`src/rtl/alu_pkg.sv`:
```
// Shared definitions for the EX/MEM pipeline register.
//   - ALU op codes as produced by the EX stage
//   - ex_bundle_t: the payload carried from EX to MEM
//   - ex_state_e: trap state of the stage
// Bundle widths are fixed here; the stage parameters default to the same values.
package alu_pkg;

  localparam int EX_WIDTH  = 32;
  localparam int EX_REG_AW = 5;

  typedef enum logic [2:0] {
    ALU_AND = 3'b000,
    ALU_OR  = 3'b001,
    ALU_ADD = 3'b010,
    ALU_XOR = 3'b011,
    ALU_NOR = 3'b101,
    ALU_SUB = 3'b110,
    ALU_SLT = 3'b111
  } alu_op_e;

  typedef struct packed {
    logic reg_write;
    logic mem_read;
    logic mem_write;
  } ex_ctrl_t;

  typedef struct packed {
    logic [EX_WIDTH-1:0]  res;
    logic [EX_WIDTH-1:0]  store_data;
    logic [EX_WIDTH-1:0]  pc;
    logic [EX_REG_AW-1:0] rd;
    ex_ctrl_t             ctrl;
    logic                 zero;
  } ex_bundle_t;

  typedef enum logic {
    RUN  = 1'b0,
    TRAP = 1'b1
  } ex_state_e;

  // Value held by an empty/reset slot: everything zero, so the zero flag is set.
  localparam ex_bundle_t EX_BUNDLE_RESET = '{
    res:        '0,
    store_data: '0,
    pc:         '0,
    rd:         '0,
    ctrl:       '0,
    zero:       1'b1
  };

  // Only signed ADD and SUB can raise an overflow trap.
  function automatic logic is_trap_op(input logic [2:0] op);
    return (op == ALU_ADD) || (op == ALU_SUB);
  endfunction

endpackage

```
`src/rtl/ex_mem_stage_if.sv`:
```
// Signal bundle between the EX stage, the EX/MEM register, MEM and the
// exception unit.
//
// Handshake: a transfer happens on a rising clk edge where valid and ready
// are both 1. The receiver may drop ready at any time; the sender holds its
// payload stable while valid=1 and ready=0 if it wants it delivered.
// in_ready is registered inside the stage; out_valid comes straight from
// the stage's main buffer slot.
//
// Modports:
//   slave  - the ex_mem_stage itself
//   master - the environment (EX, MEM, exception unit, or a bench)
interface ex_mem_stage_if #(
  parameter int WIDTH  = 32,
  parameter int REG_AW = 5
);
  import alu_pkg::*;

  // EX side
  logic              in_valid;
  logic              in_ready;
  logic [WIDTH-1:0]  alu_res;
  logic              alu_v;
  logic [2:0]        alu_op;
  logic              trap_en;
  logic [REG_AW-1:0] rd;
  logic              reg_write;
  logic              mem_read;
  logic              mem_write;
  logic [WIDTH-1:0]  store_data;
  logic [WIDTH-1:0]  pc;
  logic              flush;

  // MEM side
  logic              out_valid;
  logic              out_ready;
  logic [WIDTH-1:0]  out_res;
  logic [WIDTH-1:0]  out_store_data;
  logic [WIDTH-1:0]  out_pc;
  logic [REG_AW-1:0] out_rd;
  logic              out_reg_write;
  logic              out_mem_read;
  logic              out_mem_write;
  logic              out_zero;

  // Exception unit
  logic              exc_ack;
  logic              exc_valid;
  logic [WIDTH-1:0]  epc;

  // Debug view of the trap FSM
  ex_state_e         dbg_state;

  modport slave (
    input  in_valid, alu_res, alu_v, alu_op, trap_en, rd,
           reg_write, mem_read, mem_write, store_data, pc, flush,
           out_ready, exc_ack,
    output in_ready, out_valid, out_res, out_store_data, out_pc, out_rd,
           out_reg_write, out_mem_read, out_mem_write, out_zero,
           exc_valid, epc, dbg_state
  );

  modport master (
    output in_valid, alu_res, alu_v, alu_op, trap_en, rd,
           reg_write, mem_read, mem_write, store_data, pc, flush,
           out_ready, exc_ack,
    input  in_ready, out_valid, out_res, out_store_data, out_pc, out_rd,
           out_reg_write, out_mem_read, out_mem_write, out_zero,
           exc_valid, epc, dbg_state
  );

endinterface

```
`src/rtl/skid_buf2.sv`:
```
// Two-entry valid/ready buffer over ex_bundle_t (main + skid slot).
// The output always drives from main. The caller only raises in_valid when
// the skid slot is empty (it gates its own registered ready with
// skid_full_next), so a push always fits.
// Ports:
//   clk, rst_n      clock, async active-low reset
//   flush           synchronous clear of both slots
//   in_valid        push in_data this edge (already qualified by caller)
//   in_data         bundle to push
//   out_valid       main slot holds data
//   out_ready       consumer takes main this edge
//   out_data        main slot payload
//   skid_full_next  skid slot occupancy after this edge
module skid_buf2
  import alu_pkg::*;
(
  input  logic       clk,
  input  logic       rst_n,
  input  logic       flush,
  input  logic       in_valid,
  input  ex_bundle_t in_data,
  output logic       out_valid,
  input  logic       out_ready,
  output ex_bundle_t out_data,
  output logic       skid_full_next
);

  logic       main_valid_q, main_valid_d;
  logic       skid_valid_q, skid_valid_d;
  ex_bundle_t main_data_q, main_data_d;
  ex_bundle_t skid_data_q, skid_data_d;
  logic       out_xfer;

  assign out_xfer = main_valid_q & out_ready;

  always_comb begin
    main_valid_d = main_valid_q;
    skid_valid_d = skid_valid_q;
    main_data_d  = main_data_q;
    skid_data_d  = skid_data_q;

    if (flush) begin
      // Payload registers keep their last value; only occupancy is cleared.
      main_valid_d = 1'b0;
      skid_valid_d = 1'b0;
    end else begin
      if (out_xfer) begin
        main_valid_d = skid_valid_q;
        if (skid_valid_q) begin
          main_data_d = skid_data_q;
        end
        skid_valid_d = 1'b0;
      end
      if (in_valid) begin
        // After a pop with an empty skid, main is free again, so the new
        // bundle lands in main and throughput stays at one per cycle.
        if (!main_valid_d) begin
          main_valid_d = 1'b1;
          main_data_d  = in_data;
        end else begin
          skid_valid_d = 1'b1;
          skid_data_d  = in_data;
        end
      end
    end
  end

  always_ff @(posedge clk or negedge rst_n) begin
    if (!rst_n) begin
      main_valid_q <= 1'b0;
      skid_valid_q <= 1'b0;
      main_data_q  <= EX_BUNDLE_RESET;
      skid_data_q  <= EX_BUNDLE_RESET;
    end else begin
      main_valid_q <= main_valid_d;
      skid_valid_q <= skid_valid_d;
      main_data_q  <= main_data_d;
      skid_data_q  <= skid_data_d;
    end
  end

  assign out_valid      = main_valid_q;
  assign out_data       = main_data_q;
  assign skid_full_next = skid_valid_d;

endmodule

```
`src/rtl/ex_mem_stage.sv`:
```
// EX/MEM pipeline register.
// Captures the ALU result and forwarded control bits into a 2-entry skid
// buffer, computes the zero flag at capture, and detects signed overflow on
// ADD/SUB. An overflowing instruction is passed on as a bubble (no register
// or memory side effects), its pc is latched into epc and the stage stops
// accepting input until the exception unit acknowledges.
// Ports:
//   clk, rst_n   clock, async active-low reset
//   bus          ex_mem_stage_if slave: EX inputs, MEM outputs, flush,
//                exc_ack/exc_valid/epc and the dbg_state view of the FSM
module ex_mem_stage
  import alu_pkg::*;
#(
  parameter int WIDTH  = 32,
  parameter int REG_AW = 5
) (
  input  logic           clk,
  input  logic           rst_n,
  ex_mem_stage_if.slave  bus
);

  ex_state_e         state_q, state_d;
  logic              in_ready_q, in_ready_d;
  logic [WIDTH-1:0]  epc_q, epc_d;
  logic [WIDTH-1:0]  res_in;
  logic [REG_AW-1:0] rd_in;
  logic              in_xfer;
  logic              trap_cond;
  logic              trap_fire;
  logic              skid_full_next;
  logic              buf_out_valid;
  ex_bundle_t        in_bundle;
  ex_bundle_t        out_bundle;

  assign res_in = bus.alu_res;
  assign rd_in  = bus.rd;

  // flush discards any same-edge input transfer.
  assign in_xfer   = bus.in_valid & in_ready_q & ~bus.flush;
  assign trap_cond = bus.trap_en & bus.alu_v & is_trap_op(bus.alu_op);
  assign trap_fire = in_xfer & trap_cond;

  always_comb begin
    in_bundle                = EX_BUNDLE_RESET;
    in_bundle.res            = res_in;
    in_bundle.store_data     = bus.store_data;
    in_bundle.pc             = bus.pc;
    in_bundle.rd             = rd_in;
    // A trapping instruction still occupies a slot so older entries drain in
    // order, but it must not write the register file or memory.
    in_bundle.ctrl.reg_write = bus.reg_write & ~trap_cond;
    in_bundle.ctrl.mem_read  = bus.mem_read & ~trap_cond;
    in_bundle.ctrl.mem_write = bus.mem_write & ~trap_cond;
    in_bundle.zero           = (res_in == '0);
  end

  skid_buf2 u_buf (
    .clk            (clk),
    .rst_n          (rst_n),
    .flush          (bus.flush),
    .in_valid       (in_xfer),
    .in_data        (in_bundle),
    .out_valid      (buf_out_valid),
    .out_ready      (bus.out_ready),
    .out_data       (out_bundle),
    .skid_full_next (skid_full_next)
  );

  // Trap FSM: next state, epc and registered in_ready.
  always_comb begin
    state_d = state_q;
    epc_d   = epc_q;

    if (bus.flush) begin
      state_d = RUN;
    end else begin
      case (state_q)
        RUN: begin
          if (trap_fire) begin
            state_d = TRAP;
            epc_d   = bus.pc;
          end
        end
        TRAP: begin
          if (bus.exc_ack) begin
            state_d = RUN;
          end
        end
        default: state_d = RUN;
      endcase
    end

    // Requiring RUN both now and next keeps in_ready low on the edge that
    // leaves TRAP, so input reopens one cycle after exc_valid drops.
    in_ready_d = bus.flush |
                 (~skid_full_next & (state_q == RUN) & (state_d == RUN));
  end

  always_ff @(posedge clk or negedge rst_n) begin
    if (!rst_n) begin
      state_q    <= RUN;
      in_ready_q <= 1'b1;
      epc_q      <= '0;
    end else begin
      state_q    <= state_d;
      in_ready_q <= in_ready_d;
      epc_q      <= epc_d;
    end
  end

  assign bus.in_ready       = in_ready_q;
  assign bus.out_valid      = buf_out_valid;
  assign bus.out_res        = out_bundle.res;
  assign bus.out_store_data = out_bundle.store_data;
  assign bus.out_pc         = out_bundle.pc;
  assign bus.out_rd         = out_bundle.rd;
  assign bus.out_reg_write  = out_bundle.ctrl.reg_write;
  assign bus.out_mem_read   = out_bundle.ctrl.mem_read;
  assign bus.out_mem_write  = out_bundle.ctrl.mem_write;
  assign bus.out_zero       = out_bundle.zero;
  assign bus.exc_valid      = (state_q == TRAP);
  assign bus.epc            = epc_q;
  assign bus.dbg_state      = state_q;

endmodule

```
`src/flat_wrapper.sv`:
```
// flat-port wrapper written by rule: the top's interface ports become plain ports
module ex_mem_stage_flat import alu_pkg::*;
#(
  parameter int WIDTH  = 32,
  parameter int REG_AW = 5
)
  (clk, rst_n, bus_in_valid, bus_alu_res, bus_alu_v, bus_alu_op, bus_trap_en, bus_rd, bus_reg_write, bus_mem_read, bus_mem_write, bus_store_data, bus_pc, bus_flush, bus_out_ready, bus_exc_ack, bus_in_ready, bus_out_valid, bus_out_res, bus_out_store_data, bus_out_pc, bus_out_rd, bus_out_reg_write, bus_out_mem_read, bus_out_mem_write, bus_out_zero, bus_exc_valid, bus_epc, bus_dbg_state);
  ex_mem_stage_if #(.WIDTH(WIDTH), .REG_AW(REG_AW)) bus_i ();
  input  logic clk;
  input  logic rst_n;
  input wire logic [$bits(bus_i.in_valid)-1:0] bus_in_valid;
  input wire logic [$bits(bus_i.alu_res)-1:0] bus_alu_res;
  input wire logic [$bits(bus_i.alu_v)-1:0] bus_alu_v;
  input wire logic [$bits(bus_i.alu_op)-1:0] bus_alu_op;
  input wire logic [$bits(bus_i.trap_en)-1:0] bus_trap_en;
  input wire logic [$bits(bus_i.rd)-1:0] bus_rd;
  input wire logic [$bits(bus_i.reg_write)-1:0] bus_reg_write;
  input wire logic [$bits(bus_i.mem_read)-1:0] bus_mem_read;
  input wire logic [$bits(bus_i.mem_write)-1:0] bus_mem_write;
  input wire logic [$bits(bus_i.store_data)-1:0] bus_store_data;
  input wire logic [$bits(bus_i.pc)-1:0] bus_pc;
  input wire logic [$bits(bus_i.flush)-1:0] bus_flush;
  input wire logic [$bits(bus_i.out_ready)-1:0] bus_out_ready;
  input wire logic [$bits(bus_i.exc_ack)-1:0] bus_exc_ack;
  output wire logic [$bits(bus_i.in_ready)-1:0] bus_in_ready;
  output wire logic [$bits(bus_i.out_valid)-1:0] bus_out_valid;
  output wire logic [$bits(bus_i.out_res)-1:0] bus_out_res;
  output wire logic [$bits(bus_i.out_store_data)-1:0] bus_out_store_data;
  output wire logic [$bits(bus_i.out_pc)-1:0] bus_out_pc;
  output wire logic [$bits(bus_i.out_rd)-1:0] bus_out_rd;
  output wire logic [$bits(bus_i.out_reg_write)-1:0] bus_out_reg_write;
  output wire logic [$bits(bus_i.out_mem_read)-1:0] bus_out_mem_read;
  output wire logic [$bits(bus_i.out_mem_write)-1:0] bus_out_mem_write;
  output wire logic [$bits(bus_i.out_zero)-1:0] bus_out_zero;
  output wire logic [$bits(bus_i.exc_valid)-1:0] bus_exc_valid;
  output wire logic [$bits(bus_i.epc)-1:0] bus_epc;
  output wire logic [$bits(bus_i.dbg_state)-1:0] bus_dbg_state;
  assign bus_i.in_valid = bus_in_valid;
  assign bus_i.alu_res = bus_alu_res;
  assign bus_i.alu_v = bus_alu_v;
  assign bus_i.alu_op = bus_alu_op;
  assign bus_i.trap_en = bus_trap_en;
  assign bus_i.rd = bus_rd;
  assign bus_i.reg_write = bus_reg_write;
  assign bus_i.mem_read = bus_mem_read;
  assign bus_i.mem_write = bus_mem_write;
  assign bus_i.store_data = bus_store_data;
  assign bus_i.pc = bus_pc;
  assign bus_i.flush = bus_flush;
  assign bus_i.out_ready = bus_out_ready;
  assign bus_i.exc_ack = bus_exc_ack;
  assign bus_in_ready = bus_i.in_ready;
  assign bus_out_valid = bus_i.out_valid;
  assign bus_out_res = bus_i.out_res;
  assign bus_out_store_data = bus_i.out_store_data;
  assign bus_out_pc = bus_i.out_pc;
  assign bus_out_rd = bus_i.out_rd;
  assign bus_out_reg_write = bus_i.out_reg_write;
  assign bus_out_mem_read = bus_i.out_mem_read;
  assign bus_out_mem_write = bus_i.out_mem_write;
  assign bus_out_zero = bus_i.out_zero;
  assign bus_exc_valid = bus_i.exc_valid;
  assign bus_epc = bus_i.epc;
  assign bus_dbg_state = bus_i.dbg_state;
  ex_mem_stage #(.WIDTH(WIDTH), .REG_AW(REG_AW)) u_core (.clk(clk), .rst_n(rst_n), .bus(bus_i));
endmodule
```
`config.mk`:
```
export PLATFORM = sky130hd
export DESIGN_NAME = ex_mem_stage_flat
export DESIGN_NICKNAME = d
export VERILOG_FILES = /design/src/rtl/alu_pkg.sv /design/src/rtl/ex_mem_stage_if.sv /design/src/rtl/skid_buf2.sv /design/src/rtl/ex_mem_stage.sv /design/src/flat_wrapper.sv
export SDC_FILE = /design/constraint.sdc
export NUM_CORES = 1
export LEC_CHECK = 0
export ABC_AREA = 0
export ABC_CLOCK_PERIOD_IN_PS = 2000
export CAP_MARGIN = 25
export CORE_ASPECT_RATIO = 1.1
export CORE_MARGIN = 1.5
export CORE_UTILIZATION = 38
export DETAILED_ROUTE_END_ITERATION = 12
export PLACE_DENSITY = 0.61
export REMOVE_ABC_BUFFERS = 1
export SYNTH_ARGS = -nofsm -noshare
export SYNTH_HDL_FRONTEND = slang
export SYNTH_SLANG_ARGS = --single-unit
```
`constraint.sdc`:
```
create_clock -name clk -period 2 [get_ports clk]
set_clock_uncertainty 0.05 [all_clocks]
set_input_delay 0.3 -clock clk [delete_from_list [all_inputs] [get_ports clk]]
set_output_delay 0.3 -clock clk [all_outputs]
set_load 0.01 [all_outputs]
```
# After elaboration in Yosys (flattened, before gate mapping)
# Index checks and enable logic that the tools add are counted.
[totals]
regBits = 246
latchBits = 0
ram_bits = 0
mem_bits_ro = 0
input_bits = 115
out_inout_bits = 141
word_cells = 60
memories = 0
[classes]
n_addsub = 0
mul = 0
n_div = 0
magnitude_cmp = 0
n_eq_ne = 2
n_shift = 0
muxes = 16
n_bitwise = 17
n_reduce_logical = 4
[ops]
columns = ["cell", "n"]
rows = [
  ["$mux W105", 4],
  ["$logic_not A32 Y1", 1],
  ["$and A1 B1 Y1", 11],
  ["$mux W1", 11],
  ["$reduce_and A3 Y1", 2],
  ["$not A1 Y1", 5],
  ["$eq A3 B2 Y1 const B", 1],
  ["$eq A3 B3 Y1 const B", 1],
  ["$pmux W1 S2", 1],
  ["$logic_or A1 B1 Y1", 1],
  ["$or A1 B1 Y1", 1],
]

# Logic depth before layout (Yosys ltp)
# Gate-level depths: netlist of run 1.
[logic_depth]
depth_word = 10
ltp_mapped = 7
mapped_depth_nobuf = 4

# Modules after synthesis
# From an unflattened synthesis of run 1, not the netlist that was laid out.
[hier_totals]
hier_cells = 820
hier_area_um2 = 11103.1
[by_module_without_submodules]
columns = ["mod", "instances", "cells_per_inst", "area_each_um2", "seq_area_each_um2"]
rows = [
  ["skid_buf2", 1, 726, 9679.3, 5307.6],
  ["ex_mem_stage", 1, 94, 1423.9, 852.1],
]

# Least setup slack after synthesis of run 1
# OpenSTA, ideal clock, no wires.
[synth_path]
kind = "register to register"
startpoint = "register u_core.in_ready_q, in the netlist u_core.bus.in_ready"
endpoint = "register u_core.epc_q[24], in the netlist u_core.bus.epc[24]"
setup_time_ps = 125
t_arrival_ps = 1725
t_required_ps = 1825
path_slack_ps = 100
path_stages_with_launch = 6
n_path_buf = 2
cell_sequence = "dfstp_2 nand2_1 or4_1 buf_2 buf_6 mux2_4"
[synth_via]
elab_chain_cells = 4
[synth_lines]
columns = ["item", "line_no", "source"]
rows = [
  ["start: declaration", "ex_mem_stage.sv:23", "logic in_ready_q, in_ready_d;"],
  ["start signal: assignment", "ex_mem_stage.sv:106", "in_ready_q <= in_ready_d;"],
  ["$and A1 B1 Y1 (2 in series)", "ex_mem_stage.sv:39", "assign in_xfer = bus.in_valid & in_ready_q & ~bus.flush;"],
  ["$and A1 B1 Y1", "ex_mem_stage.sv:41", "assign trap_fire = in_xfer & trap_cond;"],
  ["$reduce_and A3 Y1 (no line)", "--", ""],
  ["end signal: assignment", "ex_mem_stage.sv:107", "epc_q <= epc_d;"],
  ["end: declaration", "ex_mem_stage.sv:24", "logic [WIDTH-1:0] epc_q, epc_d;"],
]
# Every way passes these cells.
# A chain may end at the register's enable or synchronous reset.

# Final worst setup path of run 1
[layout_path]
startpoint = "register u_core.in_ready_q, in the netlist u_core.bus.in_ready"
endpoint = "output port bus_in_ready"
[layout_rtl]
columns = ["item", "line_no", "source"]
rows = [
  ["end: declaration", "flat_wrapper.sv:25", "output wire logic [$bits(bus_i.in_ready)-1:0] bus_in_ready;"],
]
# No word-level cell between the ends.

==> results of run 1 <==
==> logic make-up (layout without fill, tap and decap cells) <==
logic type | after synthesis | in the layout | synth area share
AO/OA/AOI/OAI | 213 | 213 | 0.175
buffers and inverters | 63 | 358 | 0.0332
flip-flops | 246 | 246 | 0.618
multiplexers | 33 | 33 | 0.0384
AND/OR/NAND/NOR | 337 | 337 | 0.136
==> metrics by stage <==
| step | util | total power (uW) | hold slack, ps | setup slack (ps) |
|---|---|---|---|---|
| final | 0.554 | 14100 | 216 | 49.2 |
| after global routing | 0.554 | 14800 | 229 | 19.1 |
| after CTS | 0.553 | 14300 | 210 | 3.43 |
| after detailed placement | 0.521 | 9560 | 167 | -233 |
| after global placement | 0.521 | 9480 | 170 | -215 |
| after floorplan | - | 7730 | -45.6 | -2360 |
==> final timing paths <==
check / slack [ps] / to / start / cells past startpoint
min: 220 / u_core.u_buf.out_data[80]$_DFFE_PN0N_ / rst_n / 2
min reg2reg: 420 / u_core.u_buf.out_data[7]$_DFFE_PN0N_ / u_core.u_buf.out_data[7]$_DFFE_PN0N_ / 1
min in group clk: 290 / u_core.bus.dbg_state$_DFF_PN0_ / bus_exc_ack / 2
max in group asynchronous: 980 / u_core.u_buf.out_data[24]$_DFFE_PN0N_ / rst_n / 3
max: 50 / bus_in_ready / u_core.bus.in_ready$_DFF_PN1_ / 1
max reg2reg: 140 / u_core.u_buf.out_data[99]$_DFFE_PN0N_ / u_core.bus.in_ready$_DFF_PN1_ / 7
==> layout make-up <==
cell class                 count  area (um2)  area share
sequential                   246        6160       0.436
multi-input combinational    583        3490       0.247
timing repair buffer         314        3230       0.229
clock buffer                  39         771      0.0545
tap                          346         433      0.0306
clock inverter                 4        45.0     0.00319
inverter                       1        3.75    0.000266
==> power groups by stage <==
stage / sequential [uW] / combinational, uW / clock, uW
2_1_floorplan: 6760 / 967 / 0
3_3_place_gp: 6590 / 2900 / 0
3_5_place_dp: 6620 / 2940 / 0
4_1_cts: 6540 / 2960 / 4790
5_1_grt: 6670 / 3190 / 4980
6_report: 6530 / 2900 / 4670
==> layout by cell type (no fill, tap or decap) <==
master,n
nand3b_1,1
nand2b_1,1
clkbuf_1,7
a211oi_4,1
mux2_4,3
and3_1,3
a21o_1,101
dlygate4sd3_1,1
and3b_4,1
a21oi_1,1
nor4_1,8
nor2_1,1
a22o_1,101
buf_4,41
clkbuf_8,5
dfrtp_1,243
clkinv_2,3
dlymetal6s2s_1,1
inv_1,1
bufinv_16,1
a41o_1,1
nand4b_4,1
o21ai_0,3
buf_12,17
nand2_1,313
nand4_1,3
mux2_2,30
dfstp_2,3
clkbuf_16,28
nor2b_1,1
clkdlybuf4s50_1,252
and2_1,1
nor2_4,1
o31ai_1,1
a221o_1,4
and3_4,1
buf_8,1
or4_4,1
==> state kept, by name (all words and copies together), names as in the netlist <==
signal	count
u_core.bus.epc	32
u_core.u_buf.skid_valid_q	1
u_core.bus.in_ready	1
u_core.bus.dbg_state	1
u_core.u_buf.out_data	105
u_core.u_buf.skid_data_q	105
u_core.u_buf.out_valid	1
==> layer usage <==
metal / global-route usage / part of all wire
met5: 0 / 0
met4: 0.0413 / 0.017
met3: 0.0484 / 0.076
met2: 0.318 / 0.47
met1: 0.255 / 0.43
==> synthesized netlist by cell type, drive strengths merged (2+ instances only) <==
master    n
a22o    101
and3      4
nor2      2
buf      54
nor4      8
clkbuf    8
mux2     33
o21ai     3
dfrtp   243
a221o     4
nand2   313
a21o    101
dfstp     3
nand4     3
==> repair_timing <==
action                                  CTS  global route
resized for setup                         0             2
hold buffers                              1             0
endpoints found under the setup margin    0            15
endpoints found under the hold margin    85             0
==> impl_metrics.ini, run 1 <==
[yosys]
ys_warn_count = 0
synth_seq_cells = 246
syn_inst = 892
syn_area_um2 = 9960
synth_top_area_cell = dfrtp_1
synth.distinct_cells = 31
yosys-top-cells-area = dfrtp_1 61%, nand2_1 12%, a22o_1 8.9%
yosysTopAreaCellShare = 0.610
avgSynthCellArea_um2 = 11.2
synthFlopType = dfrtp_1
synthArstFlopShare = 1.00
synth-edff-count = 0
yosysSeqAreaShare = 0.618

[finish]
drive_gt1_frac = 0.116
area_delta_synth_final_pct = 41.8
diodes = 0
fill_cells = 2231
fin_area_um2 = 14100
fin_nets = 1287
instances_no_fill = 1533

[pwr]
switching_share = 0.260
pwr-share-clk = 0.331
comb_power_share = 0.206
sequentialPowerShare = 0.463
p_int_uw = 10400
vdd_ir_drop_max_v = 0.000504
p_switching_uw = 3660
power_density_nw_per_um2 = 998
power_leakage_uw = 0.00718

[placed_design]
port_buffers = 254
hpwlAfterDp_um = 17700
place_congestion = 0.765
place_area_um2 = 13300
place_inst = 1488

[clocking]
root_buffer = clkbuf_16
cts_tree = done
htree_levels = 1
clk_pin_slew_worst_paths_ps = 60
worstSkewPairLatency_ps = 520
cts_setup_buffers = 0
clock_path_buffers = 3
numCtsBuffers = 26
cts.sinks = 246

[worst_setup_path]
crit_buf_inv = 1
crit_path_top_delay_cell = dfstp_2
cp_data_arrival_time_ps = 1600
path_cells = clkdlybuf4s50_1
cp-start-kind = register
path_max_fanout = 3
end_kind = output port
cpPeakStageDelay_ps = 550
crit_family = flip-flops
required_ps = 1650
path_class = reg -> out

[timing]
rsz0062_at_grt = false
hold_violations = 0
finalMaxSlewViolations = 0
post-route-period-util = 0.975
setup_viol = 0
fin_setup_tns_ps = 0
max_freq_ghz = 0.513
slew_headroom = 0.666
period_needed_ps = 1950
worst_slew_pin_slew_ps = 500

[die]
die_h_um = 173
coreArea_um2 = 25500
core.rowCount = 61
ioPinCount = 256
start_util = 0.391
dieArea_um2 = 27200
die_w_um = 157

[detailed_routing]
drtPass1Iterations = 5
wl_per_cell_um = 17.1
route.detailed.drc = 0
wl_um = 26200
ant_nets = 0
vias = 7591
drt_iter0_markers = 332
via_per_inst = 4.95

[global_route]
grt_usage = 0.192
antenna_found_initial = 0
grt_max_degree = 70
grt_overflow = 0
grt_pass1_vias = 7867
grt_pass1_wl_um = 42000

[worst_hold_path]
hold_path.class = in -> async

[outcome]
outcome = finished, final reports clean

[flow_run]
drv_cap = 0
Power figures use the tool's default switching activity.
==> inputs of run 2 (changes only) <==
CAP_MARGIN = 15   (was 25)
CTS_BUF_LIST = sky130_fd_sc_hd__clkbuf_4 sky130_fd_sc_hd__clkbuf_8   (was default)
RECOVER_POWER = 100   (was default)
==> impl_metrics.ini, run 2 (synthesis gave the netlist of run 1 again) <==
[outcome]
outcome = finished, final reports clean

[worst_setup_path]
cp_data_arrival_time_ps = 1600
cpPeakStageDelay_ps = 550
path_max_fanout = 3
required_ps = 1650
crit_family = flip-flops
path_cells = clkdlybuf4s50_1
cp-start-kind = register
path_class = reg -> out
end_kind = output port
r2r_setup_slack_ps = 80
crit_path_top_delay_cell = dfstp_2
crit_buf_inv = 1

[timing]
period_needed_ps = 1950
finalMaxSlewViolations = 0
rsz0062_at_grt = false
hold_violations = 0
post-route-period-util = 0.977
max_freq_ghz = 0.512
setup_viol = 0
worst_slew_pin_slew_ps = 1120
slew_headroom = 0.252

[die]
start_util = 0.391
die_h_um = 173
ioPinCount = 256
coreArea_um2 = 25500
dieArea_um2 = 27200
die_w_um = 157
core.rowCount = 61

[placed_design]
port_buffers = 254
place_congestion = 0.765
hpwlAfterDp_um = 17700
place_inst = 1488

[detailed_routing]
via_per_inst = 4.94
drt_iter0_markers = 336
route.detailed.drc = 0
vias = 7677
wl_um = 26200
ant_nets = 0
wl_per_cell_um = 16.9
drtPass1Iterations = 5

[global_route]
grt_max_degree = 70
grt_pass1_wl_um = 42000
grt_pass1_vias = 7888
grt_overflow = 0
antenna_found_initial = 0
grt_usage = 0.194

[pwr]
power_density_nw_per_um2 = 971
vdd_ir_drop_max_v = 0.000452
total_power_uw = 13500
power_leakage_uw = 0.00733

[finish]
mostFrequentLayoutCell = nand2_1
layout_common_cells = 313 x nand2_1, 243 x dfrtp_1, 139 x dlygate4sd3_1
ff_latch_area_um2 = 6160
diodes = 0
fin_nets = 1302
fill_cells = 2255
drive_gt1_frac = 0.133
instances_no_fill = 1554
multi_input_area_um2 = 3480
area_delta_synth_final_pct = 40.1

[clocking]
htree_levels = 2
clock_path_buffers = 3
clk_pin_slew_worst_paths_ps = 60
cts.sinks = 246
cts_tree = done
root_buffer = clkbuf_8
numCtsBuffers = 41
worstSkewPairLatency_ps = 520

[flow_run]
drv_cap = 0

[worst_hold_path]
hold_path.class = in -> reg
==> run 2: final timing paths <==
path                                                            from                                     to  cells after the start
worst max-delay path                   u_core.bus.in_ready$_DFF_PN1_                           bus_in_ready                      1
worst min-delay path                                     bus_exc_ack         u_core.bus.dbg_state$_DFF_PN0_                      2
worst max register to register         u_core.bus.in_ready$_DFF_PN1_         u_core.bus.epc[24]$_DFFE_PN0P_                      4
worst min register to register  u_core.u_buf.out_data[7]$_DFFE_PN0N_   u_core.u_buf.out_data[7]$_DFFE_PN0N_                      1
max in group asynchronous                                      rst_n  u_core.u_buf.out_data[63]$_DFFE_PN0N_                      3
min in group asynchronous                                      rst_n  u_core.u_buf.out_data[82]$_DFFE_PN0N_                      2
==> run 2: what timing repair did <==
item / in CTS / in global routing
hold buffers: 1 / 0
endpoints found under the setup margin: 1 / 7
setup buffers: 0 / 0
gates cloned: 0 / 1
gates resized for setup: 1 / 1
endpoints found under the hold margin: 122 / 0
==> run 2: area by class of cell <==
cell class                 instances  area share
clock buffer                      63      0.0559
sequential                       246       0.441
inverter                           1    0.000269
clock inverter                     1    0.000359
tap                              346      0.0310
timing repair buffer             314       0.222
multi-input combinational        583       0.249
==> run 2: power by group <==
| group | leakage [uW] | internal (uW) | switching (uW) |
|---|---|---|---|
| logic | 0.00382 | 1480 | 1210 |
| registers | 0.00309 | 6000 | 516 |
| clock network | 0.000421 | 2440 | 1900 |
| total | 0.00733 | 9920 | 3620 |
==> run 2: per-stage QoR <==
step | TNS [ps] | utilization | instance area, um2 | hold slack, ps | setup slack (ps)
2_1_floorplan | -406260 | - | 9640 | -45.6 | -2360
3_3_place_gp | -27070 | 0.521 | 13300 | 170 | -215
3_5_place_dp | -28520 | 0.521 | 13300 | 167 | -233
4_1_cts | 0 | 0.552 | 14100 | 201 | 13.4
5_1_grt | 0 | 0.547 | 14000 | 262 | 5.44
6_report | 0 | 0.547 | 14000 | 277 | 46.4
==> run 2: routing by layer <==
layer,track usage,vias up,part of all wire
met5,0,-,0
met4,0.0523,0,0.019
met3,0.0586,46,0.083
met2,0.313,256,0.47
met1,0.253,3728,0.43
li1,-,3647,-
